File: config.mk
export PLATFORM = sky130hd
export DESIGN_NAME = base_arr_wrr_arb
export DESIGN_NICKNAME = d
export VERILOG_FILES = /design/src/rtl/base_arr_wrr_arb.sv
export SDC_FILE = /design/constraint.sdc
export NUM_CORES = 1
export LEC_CHECK = 0
export BUFFER_PORTS_ARGS = -buffer_cell sky130_fd_sc_hd__buf_4
export CAP_MARGIN = 20
export CORE_MARGIN = 2
export CORE_UTILIZATION = 45
export CTS_CLUSTER_SIZE = 12
export DETAILED_ROUTE_END_ITERATION = 10
export PLACE_DENSITY = 0.68
export RECOVER_POWER = 100
export SLEW_MARGIN = 10
export SYNTH_ARGS = -nofsm -noshare
export SYNTH_HDL_FRONTEND = slang
export SYNTH_SLANG_ARGS = --single-unit
export TNS_END_PERCENT = 50
File: constraint.sdc
create_clock -name clk -period 6.2 [get_ports clk]
set_input_delay 0.31 -clock clk [delete_from_list [all_inputs] [get_ports clk]]
set_output_delay 0.31 -clock clk [all_outputs]
set_load 0.01 [all_outputs]
File: src/rtl/base_arr_wrr_arb.sv
// base_arr_wrr_arb: weighted round-robin, packet-aware arbiter.
// Each way may send up to its quota of whole packets per turn before
// priority rotates. Multi-beat packets keep the grant until their last beat.
// o_s is a one-hot select that drives a downstream data mux.
module base_arr_wrr_arb #(
    parameter int ways  = 4,
    parameter int wbits = 4
) (
    input  logic                  clk,
    input  logic                  reset,
    input  logic [0:ways-1]       i_v,
    output logic [0:ways-1]       i_r,
    input  logic [0:ways-1]       i_h,
    input  logic [0:ways*wbits-1] i_q,
    output logic                  o_v,
    input  logic                  o_r,
    output logic                  o_h,
    output logic [0:ways-1]       o_s
);
    localparam int pbits = (ways > 1) ? $clog2(ways) : 1;

    typedef logic [pbits-1:0] way_t;
    typedef enum logic {UNLOCKED, LOCKED} state_t;

    state_t           state, state_n;
    way_t             ptr, ptr_n;
    way_t             owner, owner_n;
    logic [wbits-1:0] used, used_n;

    way_t             gnt;
    way_t             cand;
    logic             found;
    logic             gv;
    logic             xfer;
    logic [wbits:0]   n;
    logic [wbits:0]   qe;
    logic [wbits-1:0] quota [ways];

    // Split the flat quota bus into one field per way (way k at k*wbits).
    for (genvar k = 0; k < ways; k++) begin : g_quota
        assign quota[k] = i_q[k*wbits +: wbits];
    end

    // Grant selection: locked owner, else first valid way at or after ptr.
    always_comb begin
        found = 1'b0;
        gnt   = ptr;
        cand  = '0;
        if (state == LOCKED) begin
            found = 1'b1;
            gnt   = owner;
        end else begin
            for (int unsigned i = 0; i < ways; i++) begin
                cand = way_t'((32'(ptr) + i) % 32'(ways));
                if (!found && i_v[cand]) begin
                    found = 1'b1;
                    gnt   = cand;
                end
            end
        end
        gv = found & i_v[gnt];
    end

    // Handshake outputs, all forced quiet while reset is asserted.
    always_comb begin
        o_s = '0;
        if (!reset && found) begin
            o_s[gnt] = 1'b1;
        end
        o_v  = !reset && gv;
        o_h  = o_v & i_h[gnt];
        i_r  = o_s & {ways{o_r}};
        xfer = o_v & o_r;
    end

    // Next-state: lock on mid-packet beats, count packets at packet end.
    always_comb begin
        state_n = state;
        ptr_n   = ptr;
        used_n  = used;
        owner_n = owner;
        n       = (gnt == ptr) ? ({1'b0, used} + 1'b1) : {{wbits{1'b0}}, 1'b1};
        qe      = (quota[gnt] == '0) ? {{wbits{1'b0}}, 1'b1} : {1'b0, quota[gnt]};
        if (xfer) begin
            if (i_h[gnt]) begin
                state_n = LOCKED;
                owner_n = gnt;
            end else begin
                state_n = UNLOCKED;
                if (n >= qe) begin
                    ptr_n  = (gnt == way_t'(ways - 1)) ? '0 : gnt + 1'b1;
                    used_n = '0;
                end else begin
                    ptr_n  = gnt;
                    used_n = n[wbits-1:0];
                end
            end
        end
    end

    // State register with asynchronous clear.
    always_ff @(posedge clk or posedge reset) begin
        if (reset) begin
            state <= UNLOCKED;
            ptr   <= '0;
            used  <= '0;
            owner <= '0;
        end else begin
            state <= state_n;
            ptr   <= ptr_n;
            used  <= used_n;
            owner <= owner_n;
        end
    end

endmodule

==> impl_metrics.tcl <==
set metrics [dict create \
    outcome "finished clean" \
    yosys_warnings 0 \
    avgViaCountPerCell 5.65 \
    start_kind "flop" \
    finalCriticalPeriod_ns 4.06 \
    cp_common_cell "a21o_1" \
    async_flop_share_pct 100 \
    cpPeakStageDelay_ns 0.65 \
    final_cells 217 \
    drive_above_1_share_pct 27.7 \
    chipWidth_um 59.8 \
    core_sq_mm 0.00300 \
    rsz0062_at_grt "no" \
    regArea_sq_um 225 \
    num_rows 20 \
    dr_total_vias 1226 \
    synth_cell_types 58 \
    cap_violations 0 \
    synth_ff_type "dfrtp_1" \
    reg2regPathDepth 14 \
    power.density_mw_per_mm2 472 \
    fmax_mhz 246 \
    place_hpwl_um 2580 \
    crit_chain "mux2i_1 -> a2bb2oi_1 -> a21boi_4 -> mux2_2 -> o21ai_0 -> a31o_1 -> ha_1 -> nand2b_1 -> a21o_1 -> a21o_1 -> a21o_1 -> a41oi_1 -> xnor2_1 -> mux2_1" \
    cts_buffers 3 \
    dieArea_sq_mm 0.00358 \
    reg2reg_slack_ns 2.14 \
    cts_tree "built" \
    critical_path_class "reg2reg" \
    die_h_um 59.8 \
    fin_crit_sh_pct 65.5 \
    p_leak_nw 0.774 \
    finalNetCount 221 \
    combPwrFrac_pct 75.5 \
    clock-sinks 9 \
    grt_pass1_vias 1204 \
    syn-cell-area_sq_mm 0.00140 \
    internal_power_mw 0.387 \
    switching_share_pct 49.4 \
    ctsResizeCount 0 \
    dpl_worst_slack_ns 2.21 \
    htreeDepth 1 \
    synth-edff-count 0 \
    post_cts_buffers 0 \
    critPathMaxFanout 15 \
    skew_ns 0.00443 \
    clkPwrFrac_pct 5.8 \
    avgRoutedWirePerCell_um 15.0 \
    area_growth_pct 15.8 \
    grt-ovfl-total 0 \
    syn_avg_cell_area_sq_um 9.22 \
    hold_violations 0 \
    drv_slew 0 \
    hold_slack_ns 0.0190 \
    cp-end-kind "flop" \
    placedCellCount 213 \
    totalWireLength_um 3260 \
    clkSlewWorstSetupHoldPaths_ns 0.06 \
    setup_violations 0 \
    worstPathArrival_ns 4.20 \
    drtPass1Iterations 4 \
    synth_fp_nets 188 \
    peakVddDrop_uv 272 \
    nFillCells 287 \
    min_path_type "in2async" \
    drc 0 \
    synth_seq_cells 9 \
    cp_slowest_cell "dfrtp_1" \
    place.gp.congestion 0.890 \
    n_antenna_cell 0 \
    cts_buffer_depth 2 \
    grt_pass1_wl_um 5500 \
    switching_power_mw 0.379 \
    relSlewSlack_pct 63.3 \
    tightest_slew_ns 0.549 \
    first_iter_violations 138 \
    ys_seq_area_share_pct 16.1 \
    multi_input_area_sq_mm 0.00105 \
    grt.total_usage_pct 19.8 \
    antenna_found_initial 0 \
    cts_root_buf "clkbuf_4" \
    postLayoutSetupSlackWorst_ns 2.14 \
    seq_power_share_pct 18.7 \
    start_util_pct 46.7 \
    antenna_left 0 \
    worstPathRequired_ns 6.34 \
    pin_count 37 \
    synthCells 152 \
    grt_start_max_net_pins 16 \
    cts-hold-fix-buffers 0 \
    fin_util_pct 54.0 \
    fin_setup_tns_ns 0 \
    port_buffers 36 \
    clk_latency_ns 0.26 \
]
==> routing by layer <==
layer | routed length, um | track usage [%] | vias to the layer above
li1 | - | - | 638
met1 | 1530 | 25.7 | 571
met2 | 1670 | 35.4 | 17
met3 | 66 | 3.46 | 0
met4 | 0 | 1.59 | 0
met5 | 0 | 0 | -
==> flip-flops by register name, indices dropped and copies added (netlist names) <==
name   flops
owner      2
used       4
state      1
ptr        2
==> worst paths after layout <==
check | endpoint | start
max | ptr[0]$_DFFE_PP0P_ | ptr[1]$_DFFE_PP0P_
min | used[2]$_DFFE_PP0P_ | reset
max reg2reg | ptr[0]$_DFFE_PP0P_ | ptr[1]$_DFFE_PP0P_
min reg2reg | used[1]$_DFFE_PP0P_ | used[1]$_DFFE_PP0P_
max in group asynchronous | state$_DFFE_PP0P_ | reset
min in group clk | used[2]$_DFFE_PP0P_ | o_r
==> per-stage QoR <==
stage	area (sq um)	total power, mW
after floorplan	1400	0.633
after global placement	1660	0.746
after detailed placement	1660	0.761
after CTS	1690	0.810
after global routing	1620	0.843
final	1620	0.766
==> cells by family after synthesis <==
group / Yosys count / synth area share, %
compound gates: 42 / 26.5
simple gates: 51 / 24.2
xor+xnor: 4 / 2.50
mux: 20 / 16.5
buf+inv: 17 / 6.16
fa+ha+maj: 9 / 8.04
flops: 9 / 16.1
==> area by class of cell <==
type                            count  area share (%)
Tap cell                           33            2.54
Timing Repair Buffer               37            15.3
Inverter                            8            1.85
Multi-Input combinational cell    126            64.8
Clock buffer                        4            1.62
Sequential cell                     9            13.9
==> cells in the final DEF, fill, tap and decap left out, types with 2 or more instances in the layout <==
cell type   n
dfrtp_1     9
inv_1       7
nor2b_1     3
and3_1      5
nand3_1     4
nand2b_1    5
and2_1      4
nor2_1      5
mux2i_1    10
o21ai_0     9
a21o_1      3
a21oi_1     7
ha_1        9
o211ai_1    2
clkbuf_1    9
nor4_1      3
a41oi_1     2
nand2_1     6
clkbuf_4    3
mux2_1      6
xnor2_1     4
buf_4      29
a31oi_1     2
and2_2      2
mux2_2      3
==> critical path: cells and delay by family, from the launching register on <==
kind                     cells  cell delay, ns
flip-flops                   1            0.65
XOR/XNOR                     1            0.10
multiplexers                 3            0.91
AND/OR/NAND/NOR              1            0.14
AO/OA/AOI/OAI                8            1.93
adder cells (fa/ha/maj)      1            0.21
==> synthesized netlist by cell type, types with 2 or more instances <==
master | count | area (sq um)
xnor2_1 | 4 | 35.0
nor4_1 | 3 | 18.8
buf_2 | 6 | 30.0
nor2b_1 | 3 | 18.8
nand3_1 | 4 | 20.0
buf_6 | 2 | 22.5
o211ai_1 | 2 | 15.0
and2_2 | 2 | 15.0
mux2_2 | 4 | 45.0
a21oi_1 | 7 | 35.0
and2_1 | 5 | 31.3
a2bb2oi_2 | 2 | 30.0
ha_1 | 9 | 113
nand2_1 | 6 | 22.5
mux2_1 | 4 | 45.0
nand2b_1 | 5 | 31.3
a31oi_1 | 2 | 12.5
mux2i_1 | 10 | 100
a21o_1 | 3 | 22.5
dfrtp_1 | 9 | 225
o21ai_0 | 9 | 45.0
and3_1 | 5 | 31.3
inv_1 | 7 | 26.3
nor2_1 | 5 | 18.8
==> power by group through the flow <==
| stage | clock, mW | combinational (mW) | sequential (mW) |
|---|---|---|---|
| 2_1_floorplan | 0 | 0.523 | 0.110 |
| 3_3_place_gp | 0 | 0.603 | 0.143 |
| 3_5_place_dp | 0 | 0.616 | 0.145 |
| 4_1_cts | 0.0471 | 0.618 | 0.144 |
| 5_1_grt | 0.0497 | 0.642 | 0.151 |
| 6_report | 0.0441 | 0.579 | 0.144 |
Power figures use the tool's default switching activity.
